[src/rtl/bar_graph_history_plotter_pkg.sv]
// Shared definitions for the bar graph history plotter: FSM encoding, VGA port widths,
// colour constants and the height clip helper.
package bar_graph_history_plotter_pkg;

  localparam int X_W   = 9;
  localparam int Y_W   = 8;
  localparam int COL_W = 3;
  localparam int H_W   = 7;

  localparam logic [1:0] ST_IDLE  = 2'd0;
  localparam logic [1:0] ST_CLEAR = 2'd1;
  localparam logic [1:0] ST_DRAW  = 2'd2;
  localparam logic [1:0] ST_DONE  = 2'd3;

  localparam logic [COL_W-1:0] COL_BLACK = 3'b000;
  localparam logic [COL_W-1:0] COL_GREEN = 3'b010;

  function automatic logic [H_W-1:0] clip_height(input logic [H_W-1:0] value,
                                                 input logic [H_W-1:0] max_h);
    return (value > max_h) ? max_h : value;
  endfunction

endpackage

[src/rtl/bar_graph_history_plotter_history.sv]
// History of the last NUM_BARS sample heights: shift-left on write (slot 0 oldest),
// clipped write into the newest slot, random read port and a non-zero mask.
module bar_history_shift
  import bar_graph_history_plotter_pkg::*;
#(
  parameter int NUM_BARS = 8,
  parameter int MAX_H    = 100,
  parameter int IDX_W    = 4
) (
  input  logic                clk,
  input  logic                resetn,
  input  logic                wr_en,
  input  logic [H_W-1:0]      wr_value,
  input  logic [IDX_W-1:0]    rd_idx,
  output logic [H_W-1:0]      rd_value,
  output logic [NUM_BARS-1:0] nz_mask
);

  logic [H_W-1:0] hist_q [NUM_BARS];
  logic [H_W-1:0] hist_d [NUM_BARS];

  always_comb begin
    hist_d = hist_q;
    if (wr_en) begin
      for (int k = 0; k < NUM_BARS - 1; k++) begin
        hist_d[k] = hist_q[k+1];
      end
      hist_d[NUM_BARS-1] = clip_height(wr_value, H_W'(MAX_H));
    end
  end

  always_ff @(posedge clk or negedge resetn) begin
    if (!resetn) begin
      for (int k = 0; k < NUM_BARS; k++) begin
        hist_q[k] <= '0;
      end
    end else begin
      hist_q <= hist_d;
    end
  end

  always_comb begin
    rd_value = '0;
    nz_mask  = '0;
    for (int k = 0; k < NUM_BARS; k++) begin
      if (rd_idx == IDX_W'(k)) begin
        rd_value = hist_q[k];
      end
      nz_mask[k] = |hist_q[k];
    end
  end

endmodule

[src/rtl/bar_graph_history_plotter.sv]
// Redraws a bar graph of the sample history on every accepted sample: clears the graph
// area, then draws each bar pixel by pixel, one registered pixel per cycle.
//
// state    | meaning
// ST_IDLE  | waiting for a sample, sample_ready high
// ST_CLEAR | emitting background pixels of the W_TOT x MAX_H area
// ST_DRAW  | emitting pixels of bar bar_q (zero-height bars are skipped)
// ST_DONE  | one-cycle frame_done pulse, no pixel
module bar_graph_history_plotter
  import bar_graph_history_plotter_pkg::*;
#(
  parameter int               NUM_BARS = 8,
  parameter int               BAR_W    = 8,
  parameter int               GAP      = 2,
  parameter int               ORIGIN_X = 40,
  parameter int               BASE_Y   = 200,
  parameter int               MAX_H    = 100,
  parameter logic [COL_W-1:0] BAR_COL  = COL_GREEN,
  parameter logic [COL_W-1:0] BG_COL   = COL_BLACK
) (
  input  logic             clk,
  input  logic             resetn,
  input  logic             sample_valid,
  input  logic [H_W-1:0]   sample_value,
  output logic             sample_ready,
  output logic [X_W-1:0]   x,
  output logic [Y_W-1:0]   y,
  output logic [COL_W-1:0] colour,
  output logic             plot,
  output logic             busy,
  output logic             frame_done
);

  localparam int PITCH = BAR_W + GAP;
  localparam int W_TOT = NUM_BARS * PITCH;
  localparam int CNT_W = (W_TOT > 1) ? $clog2(W_TOT) : 1;
  localparam int ROW_W = (MAX_H > 1) ? $clog2(MAX_H) : 1;
  localparam int IDX_W = $clog2(NUM_BARS + 1);

  logic [1:0]       state_q, state_d;
  logic [CNT_W-1:0] col_q, col_d;
  logic [ROW_W-1:0] row_q, row_d;
  logic [IDX_W-1:0] bar_q, bar_d;
  logic [X_W-1:0]   xbase_q, xbase_d;
  logic [X_W-1:0]   x_q, x_d;
  logic [Y_W-1:0]   y_q, y_d;
  logic [COL_W-1:0] colour_q, colour_d;
  logic             plot_q, plot_d;
  logic             busy_q, busy_d;
  logic             ready_q, ready_d;
  logic             done_q, done_d;

  logic                wr_en;
  logic [H_W-1:0]      cur_h;
  logic [NUM_BARS-1:0] nz_mask;

  logic [IDX_W-1:0] srch_start, nxt_idx;
  logic [X_W-1:0]   srch_base, run_base, nxt_base;
  logic             nxt_found;
  logic             in_bar, last_col, last_row;

  bar_history_shift #(
    .NUM_BARS (NUM_BARS),
    .MAX_H    (MAX_H),
    .IDX_W    (IDX_W)
  ) u_history (
    .clk      (clk),
    .resetn   (resetn),
    .wr_en    (wr_en),
    .wr_value (sample_value),
    .rd_idx   (bar_q),
    .rd_value (cur_h),
    .nz_mask  (nz_mask)
  );

  // Next non-empty bar after the current one; the base advances one pitch per skipped bar.
  always_comb begin
    srch_start = (state_q == ST_DRAW) ? bar_q + IDX_W'(1) : '0;
    srch_base  = (state_q == ST_DRAW) ? xbase_q + X_W'(PITCH) : X_W'(ORIGIN_X);
    run_base   = srch_base;
    nxt_base   = srch_base;
    nxt_idx    = '0;
    nxt_found  = 1'b0;
    for (int k = 0; k < NUM_BARS; k++) begin
      if (!nxt_found && (IDX_W'(k) >= srch_start)) begin
        if (nz_mask[k]) begin
          nxt_found = 1'b1;
          nxt_idx   = IDX_W'(k);
          nxt_base  = run_base;
        end else begin
          run_base = run_base + X_W'(PITCH);
        end
      end
    end
  end

  always_comb begin
    in_bar   = (state_q == ST_DRAW);
    last_col = in_bar ? (col_q == CNT_W'(BAR_W - 1)) : (col_q == CNT_W'(W_TOT - 1));
    last_row = in_bar ? ((8'(row_q) + 8'd1) == {1'b0, cur_h})
                      : (row_q == ROW_W'(MAX_H - 1));
  end

  always_comb begin
    state_d  = state_q;
    col_d    = col_q;
    row_d    = row_q;
    bar_d    = bar_q;
    xbase_d  = xbase_q;
    x_d      = x_q;
    y_d      = y_q;
    colour_d = colour_q;
    plot_d   = 1'b0;
    busy_d   = 1'b0;
    ready_d  = 1'b0;
    done_d   = 1'b0;
    wr_en    = 1'b0;
    case (state_q)
      ST_IDLE: begin
        ready_d = 1'b1;
        if (sample_valid) begin
          wr_en    = 1'b1;
          state_d  = ST_CLEAR;
          col_d    = '0;
          row_d    = '0;
          ready_d  = 1'b0;
          plot_d   = 1'b1;
          busy_d   = 1'b1;
          x_d      = X_W'(ORIGIN_X);
          y_d      = Y_W'(BASE_Y);
          colour_d = BG_COL;
        end
      end
      ST_CLEAR, ST_DRAW: begin
        if (!last_col) begin
          col_d = col_q + CNT_W'(1);
        end else if (!last_row) begin
          col_d = '0;
          row_d = row_q + ROW_W'(1);
        end else if (nxt_found) begin
          state_d = ST_DRAW;
          bar_d   = nxt_idx;
          xbase_d = nxt_base;
          col_d   = '0;
          row_d   = '0;
        end else begin
          state_d = ST_DONE;
        end
        if (state_d == ST_DONE) begin
          done_d = 1'b1;
        end else begin
          plot_d   = 1'b1;
          busy_d   = 1'b1;
          colour_d = (state_d == ST_DRAW) ? BAR_COL : BG_COL;
          x_d      = ((state_d == ST_DRAW) ? xbase_d : X_W'(ORIGIN_X)) + X_W'(col_d);
          y_d      = Y_W'(BASE_Y) - Y_W'(row_d);
        end
      end
      ST_DONE: begin
        state_d = ST_IDLE;
        ready_d = 1'b1;
      end
      default: state_d = ST_IDLE;
    endcase
  end

  always_ff @(posedge clk or negedge resetn) begin
    if (!resetn) begin
      state_q  <= ST_IDLE;
      col_q    <= '0;
      row_q    <= '0;
      bar_q    <= '0;
      xbase_q  <= '0;
      x_q      <= '0;
      y_q      <= '0;
      colour_q <= '0;
      plot_q   <= 1'b0;
      busy_q   <= 1'b0;
      ready_q  <= 1'b1;
      done_q   <= 1'b0;
    end else begin
      state_q  <= state_d;
      col_q    <= col_d;
      row_q    <= row_d;
      bar_q    <= bar_d;
      xbase_q  <= xbase_d;
      x_q      <= x_d;
      y_q      <= y_d;
      colour_q <= colour_d;
      plot_q   <= plot_d;
      busy_q   <= busy_d;
      ready_q  <= ready_d;
      done_q   <= done_d;
    end
  end

  assign sample_ready = ready_q;
  assign x            = x_q;
  assign y            = y_q;
  assign colour       = colour_q;
  assign plot         = plot_q;
  assign busy         = busy_q;
  assign frame_done   = done_q;

endmodule

[config.mk]
export PLATFORM = sky130hd
export DESIGN_NAME = bar_graph_history_plotter
export DESIGN_NICKNAME = d
export VERILOG_FILES = /design/src/rtl/bar_graph_history_plotter_pkg.sv /design/src/rtl/bar_graph_history_plotter_history.sv /design/src/rtl/bar_graph_history_plotter.sv
export SDC_FILE = /design/constraint.sdc
export NUM_CORES = 1
export LEC_CHECK = 0
export ABC_AREA = 1
export CAP_MARGIN = 25
export CORE_MARGIN = 4
export CORE_UTILIZATION = 35
export CTS_BUF_LIST = sky130_fd_sc_hd__clkbuf_8
export CTS_CLUSTER_DIAMETER = 40
export DETAILED_ROUTE_END_ITERATION = 12
export PLACE_DENSITY = 0.53
export SLEW_MARGIN = 20
export SYNTH_ARGS = -nofsm -noshare
export SYNTH_HDL_FRONTEND = slang
export SYNTH_SLANG_ARGS = --single-unit
[constraint.sdc]
create_clock -name clk -period 8.7 [get_ports clk]
set_input_delay 1.74 -clock clk [delete_from_list [all_inputs] [get_ports clk]]
set_output_delay 1.74 -clock clk [all_outputs]
set_load 0.02 [all_outputs]
# --- Yosys cells after proc, flatten, opt, wreduce, memory -nomap -nowiden ---
# Index checks and enable logic that the tools add are counted.
totals:
  register_bits: 108
  in_bits: 10
  output_inout_bits: 24
  elab_cells: 200
op_classes:
  add_sub_neg: 14
  n_lt_le_gt_ge: 9
  eq_ne: 18
  muxes: 111
  n_reduce_logical: 29
ops:
  columns: ["operator", "n"]
  rows:
  - ["$mux W9", 36]
  - ["$mux W7", 18]
  - ["$add A9 B4 Y9 const B", 8]
  - ["$reduce_or A7 Y1", 8]
  - ["$mux W4", 13]
  - ["$pmux W7 S2", 2]
  - ["$mux W1", 27]
  - ["$pmux W9 S2", 1]
  - ["$eq A4 B3 Y1 const B", 4]
  - ["$ge A3 B4 Y1 const A", 4]
  - ["$mux W8", 2]
  - ["$pmux W8 S2", 1]
  - ["$add A7 B1 Y7 const B", 2]
  - ["$eq A7 B7 Y1 const B", 2]
  - ["$mux W2", 5]
  - ["$add A9 B7 Y9", 1]
  - ["$add A7 B1 Y8 const B", 1]
  - ["$eq A2 B2 Y1 const B", 4]
  - ["$eq A4 B2 Y1 const B", 2]
  - ["$eq A8 B7 Y1", 1]
  - ["$ge A1 B4 Y1 const A", 2]
  - ["$ge A2 B4 Y1 const A", 2]
  - ["$sub A8 B7 Y8 const A", 1]
  - ["$eq A7 B3 Y1 const B", 1]
  - ["18 further kinds", 33]

# --- Depth between registers and ports, before layout ---
logic_depth:
  word_depth: 34
  depth_mapped: 48
  depth_no_buf: 48

# --- Modules after synthesis ---
# A second synthesis with hierarchy kept.
unflattened:
  hier_cells: 1233
  hier_area_um2: 8229.1
modules_own_cells:
  columns: ["mod", "n_inst", "cells_each", "area_each_um2", "seq_area_each_um2"]
  rows:
  - ["bar_graph_history_plotter", 1, 894, 5522.8, 1227.4]
  - ["bar_history_shift", 1, 339, 2706.3, 1401.3]

# --- Worst setup path after synthesis ---
# No wires, ideal clock.
synth_path:
  path_type: "register -> register"
  startpoint: "register bar_q[0]"
  endpoint: "register x_q[8] (netlist: x[8])"
  setup_time_ns: 0.117
  arrival_ns: 6.154
  required_time_ns: 8.583
  setup_slack_ns: 2.429
  path_stages_with_launch: 46
  path_buffers: 0
  synth_period_minus_slack_ns: 6.271
  path_cell_list: "dfrtp_1 -> ha_1 -> ha_1 -> nor2_4 -> inv_2 -> nand3_2 -> nor2_4 -> nand2_1 -> nand2_1 -> ha_1 -> nand4_1 -> nand2_2 -> ha_1 -> nand2_1 -> nand2_1 -> ha_1 -> nand2_1 -> nand2_1 -> [10 not listed] -> xnor2_1 -> nand2_1 -> o21ai_0 -> nand2_1 -> o21ai_0 -> nand2_1 -> ha_1 -> nand2_1 -> o21ai_0 -> a21oi_1 -> o21ai_0 -> nand2_1 -> inv_1 -> nor2_1 -> nor2_2 -> nand3_1 -> nand3_1 -> nand2_1"
synth_via:
  elab_chain_cells: 34
  elab_cells_between_ends: 110
  classes_between: "8 x add/sub; 8 x order compare; 11 x eq/ne; 67 x mux; 16 x reduce/logical"
synth_rtl:
  columns: ["item", "line_no", "text"]
  rows:
  - ["from (decl)", "bar_graph_history_plotter.sv:43", "logic [IDX_W-1:0] bar_q, bar_d;"]
  - ["from (signal assigned)", "bar_graph_history_plotter.sv:185", "bar_q <= bar_d;"]
  - ["branches (longest 34 deep; another with $add A9 B4 Y9)", null, null]
  - ["to (signal assigned)", "bar_graph_history_plotter.sv:174", "x_q <= '0;"]
  - ["to (signal assigned)", "bar_graph_history_plotter.sv:187", "x_q <= x_d;"]
  - ["to (decl)", "bar_graph_history_plotter.sv:45", "logic [X_W-1:0] x_q, x_d;"]
# Parallel ways; which one is timed is not known. The select of a mux whose other input is x is not followed.
# A chain may end at the register's enable or synchronous reset.

# --- Final worst setup path ---
layout_path:
  startpoint: "register state_q[0]"
  endpoint: "register x_q[8] (netlist: x[8])"
layout_via:
  elab_chain_cells: 34
  elab_cells_between_ends: 102
  classes_between: "8 x add/sub; 8 x order compare; 6 x eq/ne; 62 x mux; 18 x reduce/logical"
layout_rtl:
  columns: ["item", "line_no", "text"]
  rows:
  - ["from (decl)", "bar_graph_history_plotter.sv:40", "logic [1:0] state_q, state_d;"]
  - ["from (signal assigned)", "bar_graph_history_plotter.sv:182", "state_q <= state_d;"]
  - ["branches (longest 34 deep; another with $add A9 B4 Y9)", null, null]
# Parallel ways; which one is timed is not known. The select of a mux whose other input is x is not followed.

==> out/results.tsv <==
metric	value	unit
outcome	complete, no violations	
finalHoldViolCount	0	
relSlewSlack	0.4408	
cp-end-kind	flip-flop	
drcViolationCount	0	
diodes	0	
ys_seq_area_frac	0.3141	
via_per_inst	4.876	
core_area	23470	µm²
synth_seq_cells	105	
cts_max_path_buffers	2	
area_delta_synth_final	9.928	%
ios	34	
final_cell_mix	nand2_1, inv_1, o21ai_0	
drt_iter0_markers	463	
fp.dieW	162.6	µm
synth_area	8368	µm²
cts.reportedPaths.clkPinSlew	120	ps
grt_max_degree	90	
peakVddDrop	0.1036	mV
final-setup-viol-count	0	
cts-root-buf	clkbuf_8	
hp-class	flip-flop to flip-flop	
tns	0	ps
via_count	7890	
die_area	26450	µm²
clkSinkCount	105	
cts_resized	0	
die_y	162.6	µm
p_total	2.966	mW
initial_utilization	0.3565	
grt_usage	0.1785	
max_stage_delay	530	ps
antenna_left	0	
cts_buffers	9	
synth_cell_types	49	
maxCapViolCount	0	
path_max_fanout	14	
routed_wl	22680	µm
synth_cells	1275	
grt_pass1_vias	7688	
arrival	7480	ps
power_density	322.4	nW/µm²
placed_cell_area	8987	µm²
cp.required	8990	ps
cts_tree	done	
timing.final.max_slew_violations	0	
rsz0062_at_grt	no	
stdcell_area	9199	µm²
syn_area_per_cell	6.563	µm²
layout_min_cycle_time	7191	ps
final_common_cell	nand2_1	
path_class	flip-flop to flip-flop	
clkLatencyLatePin	390	ps
drt-wirelength-per-cell	14.02	µm
synth_warnings	0	
grt_pass1_wl	39070	µm
max_freq	139.1	MHz
gp_congestion	0.8441	
drive_gt1_frac	0.08622	
antenna_found_initial	0	
row_count	56	
ctsHoldBuffers	0	
fin_crit_sh	0.8266	
dr.pass1.iters	5	
nets	1332	
htreeDepth	3	
cp_slowest_cell	ha_1	
hpwl	17870	µm
cts_setup_buffers	0	
crit_top_cell	nand2_1	
portBuffers	31	
skew	22.03	ps
cp-start-kind	flip-flop	
p_leak	4.407	nW
fill_cells	2562	
overflow	0	
tightestPinTransition	835.8	ps
state kept, by name (all words and copies together), names as in the netlist:
signal            cells
state_q               2
col_q                 7
xbase_q               9
frame_done            1
u_history.hist_q     56
busy                  1
y                     8
sample_ready          1
row_q                 7
x                     9
colour                1
bar_q                 3
routing by layer:
layer / vias up / GRT usage / share of wire
met2: 92 / 0.3075 / 0.47
met3: 10 / 0.02556 / 0.024
met4: 0 / 0.02249 / 0.0068
met5: - / 0 / 0
li1: 4194 / - / -
met1: 3594 / 0.2464 / 0.49
synth_stat cells, drive strengths merged:
cell	n	area (µm²)
nand3	97	535.5
ha	27	337.8
xnor2	4	35.03
nand4	23	143.9
o31ai	3	22.52
o211ai	41	307.8
nor4	6	37.54
a21boi	2	18.77
a311oi	1	8.760
a32oi	1	8.760
a22o	3	26.28
nor3b	1	7.510
inv	201	754.5
xor2	10	87.58
or2	3	18.77
conb	1	3.750
o22ai	15	93.84
clkinv	2	7.510
buf	8	52.55
nand3b	6	45.04
o21ai	122	614.3
nor3	10	55.05
o21a	2	15.01
o21bai	3	22.52
a31oi	6	37.54
a2111o	1	11.26
dfrtp	104	2603
dfstp	1	26.28
fa	1	20.02
nor2	111	523.0
nand2	396	1577
clkbuf	21	78.83
a21oi	37	192.7
o221ai	1	8.760
a211oi	4	30.03
path summary, 6_finish.rpt:
kind | startpoint | to | slack, ps | cells after the start
hold / removal | u_history.hist_q[31] | u_history.hist_q[31] | 490 | 2
hold reg to reg | u_history.hist_q[31] | u_history.hist_q[31] | 490 | 2
setup / recovery | state_q[0] | x[8] | 1510 | 44
max in group asynchronous | resetn | xbase_q[8] | 6120 | 2
setup reg to reg | state_q[0] | x[8] | 1510 | 44
min in group asynchronous | resetn | u_history.hist_q[36] | 1350 | 1
per-stage QoR:
step           utilization  cells  setup WS, ps  hold WS, ps
2_1_floorplan            -   1276          2429        453.0
3_3_place_gp        0.3829   1602          1720        467.9
3_5_place_dp        0.3829   1602          1523        466.0
4_1_cts             0.3919   1618          1480        499.2
5_1_grt             0.3919   1618         702.9        532.7
6_report            0.3919   1618          1509        494.0
layout make-up:
| class | count | area (µm²) | area share |
|---|---|---|---|
| Inverter | 203 | 762.0 | 0.08283 |
| Sequential cell | 105 | 2629 | 0.2858 |
| Clock buffer | 9 | 123.9 | 0.01347 |
| Tap cell | 319 | 399.1 | 0.04339 |
| Clock inverter | 7 | 87.58 | 0.009521 |
| Timing Repair Buffer | 36 | 345.3 | 0.03754 |
| Multi-Input combinational cell | 939 | 4852 | 0.5275 |
logic make-up after synthesis:
| family | after synthesis | synth area share |
|---|---|---|
| adder cells (fa/ha/maj) | 28 | 0.04276 |
| AO/OA/AOI/OAI | 242 | 0.1696 |
| XOR/XNOR | 14 | 0.01465 |
| other | 1 | 0.0004481 |
| flip-flops | 105 | 0.3141 |
| buffers and inverters | 232 | 0.1068 |
| AND/OR/NAND/NOR | 653 | 0.3517 |
where the power goes:
part	internal [mW]	switching (mW)
Sequential	0.617	0.0870
Clock	0.139	0.191
Combinational	0.613	1.32
Total	1.37	1.60
critical path: cells and delay by family (launching register included):
family                   cells  cell delay (ps)
AO/OA/AOI/OAI                6              910
XOR/XNOR                     1              130
adder cells (fa/ha/maj)      9             2840
buffers and inverters        6              510
flip-flops                   1              420
AND/OR/NAND/NOR             22             2260
(Power assumes the default switching activity.)
==> RTL edit, RTL diff (same settings) <==
Take the reset off `y_q` and load it in a clocked block of its own.
--- a/src/rtl/bar_graph_history_plotter.sv
+++ b/src/rtl/bar_graph_history_plotter.sv
@@ -173,5 +173,4 @@
       xbase_q  <= '0;
       x_q      <= '0;
-      y_q      <= '0;
       colour_q <= '0;
       plot_q   <= 1'b0;
@@ -186,5 +185,4 @@
       xbase_q  <= xbase_d;
       x_q      <= x_d;
-      y_q      <= y_d;
       colour_q <= colour_d;
       plot_q   <= plot_d;
@@ -193,4 +191,8 @@
       done_q   <= done_d;
     end
+  end
+
+  always_ff @(posedge clk) begin
+    y_q <= y_d;
   end
 
Behaviour: not the same (Yosys sat finds a counterexample within 4 cycles, from zero or initial values and one cycle with resetn low).
==> RTL edit against the original RTL <==
- wire length rose by 3.1%
- synthesized area rose by 0.64%
- utilization barely moved
- clock skew rose by 4.0 ps
- sequential cell count did not move
- setup slack improved by 68 ps
- final area rose by 0.41%
- power rose by 25%
==> RTL edit: results (changes against the original RTL) <==
| Metric | Value |
|---|---|
| Drt total wl | `23400 µm (+3.1%)` |
| Ys async rst share | `92.4% (-7.6 points)` |
| WL/cell | `14.2 µm (+1.4%)` |
| Adder-cell area share of the yosys netlist | `4.25% (-0.027 points)` |
| DP HPWL | `18100 µm (+1.5%)` |
| Layout fillers | `2615 (+2.1%)` |
| Largest stage delay, worst path | `580 ps (+50 ps)` |
| Grt met3 use | `2.80% (+0.24 points)` |
| Antenna cells | `0 (unchanged)` |
| Gr usage total | `18.0% (+0.17 points)` |
| Mean Syn Cell Area | `6.45 µm² (-1.7%)` |
| Proportion of layout cells with a drive suffix above 1 | `7.16% (-1.5 points)` |
| Port Buf Inserts | `31 (unchanged)` |
| Placement Cell Area | `9020 µm² (+0.33%)` |
| Drt first pass iters | `6 (+1)` |
| Worst R2R Setup Slack | `1580 ps (+70 ps)` |
| R2r worst-path depth | `45 (+2.3%)` |
| Post-detailed-route via-to-cell ratio | `4.95 (+1.5%)` |
| Worst Hold End | `u_history.hist_q[32]` |
| DP Cell Count | `1629 (+1.7%)` |
| Post-synthesis cell type count | `46 (-6.1%)` |
| Tmin final | `7120 ps (-67.7 ps)` |
| M1 GR Usage | `24.7% (+0.10 points)` |
| EDFF count, synth | `8 (+8)` |
| Hold_sp | `u_history.hist_q[32]` |
| Top post-synthesis cells by count | `nand2_1, inv_1, o21ai_0` |
| Largest net degree at the start of global routing | `92 (+2.2%)` |
| GPL Wtd Cong | `0.866 (+2.6%)` |
| Clock skew | `26.0 ps (+4.02 ps)` |
| Final net count | `1359 (+2.0%)` |
| Vias in the first global route | `7828 (+1.8%)` |
| Clk Latency, worst-skew pair | `410 ps (+20 ps)` |
| Synth Area in XOR/XNOR | `1.25% (-0.22 points)` |
| Status | `complete, no violations` |
| Mux cell area share after synthesis | `0.119% (+0.12 points)` |
| First-pass GRT wire length | `39400 µm (+0.92%)` |
| Hold_ws | `495 ps (+1.27 ps)` |
| DRT iter0 DRCs | `521 (+13%)` |
| Seq/Total Area, Yosys | `31.7% (+0.27 points)` |
## RTL edit: report_power, final
| part | internal (mW) | switching, mW |
|---|---|---|
| sequential | 0.653 | 0.102 |
| combinational | 0.844 | 1.77 |
| clock | 0.142 | 0.199 |
| total | 1.64 | 2.08 |
## RTL edit: area by class of cell
cell class	instances	area, µm²	area share [%]
inverters	210	788	8.53
flip-flops and latches	105	2670	28.9
clock buffers	9	124	1.34
well taps	319	399	4.32
repair buffers	33	323	3.49
clock inverters	7	95.1	1.03
multi-input cells	962	4840	52.4
## RTL edit: routing by layer
metal / vias up / wire (µm)
li1: 4257 / -
met1: 3674 / 11400
met2: 178 / 10700
met3: 36 / 887
met4: 0 / 422
met5: - / 0
## RTL edit: worst max-delay path: cells and delay by family (launching register included)
family / cells / cell delay, ps
compound gates: 4 / 690
flops: 1 / 410
buf+inv: 7 / 580
simple gates: 24 / 2320
fa+ha+maj: 9 / 2940
xor+xnor: 1 / 80
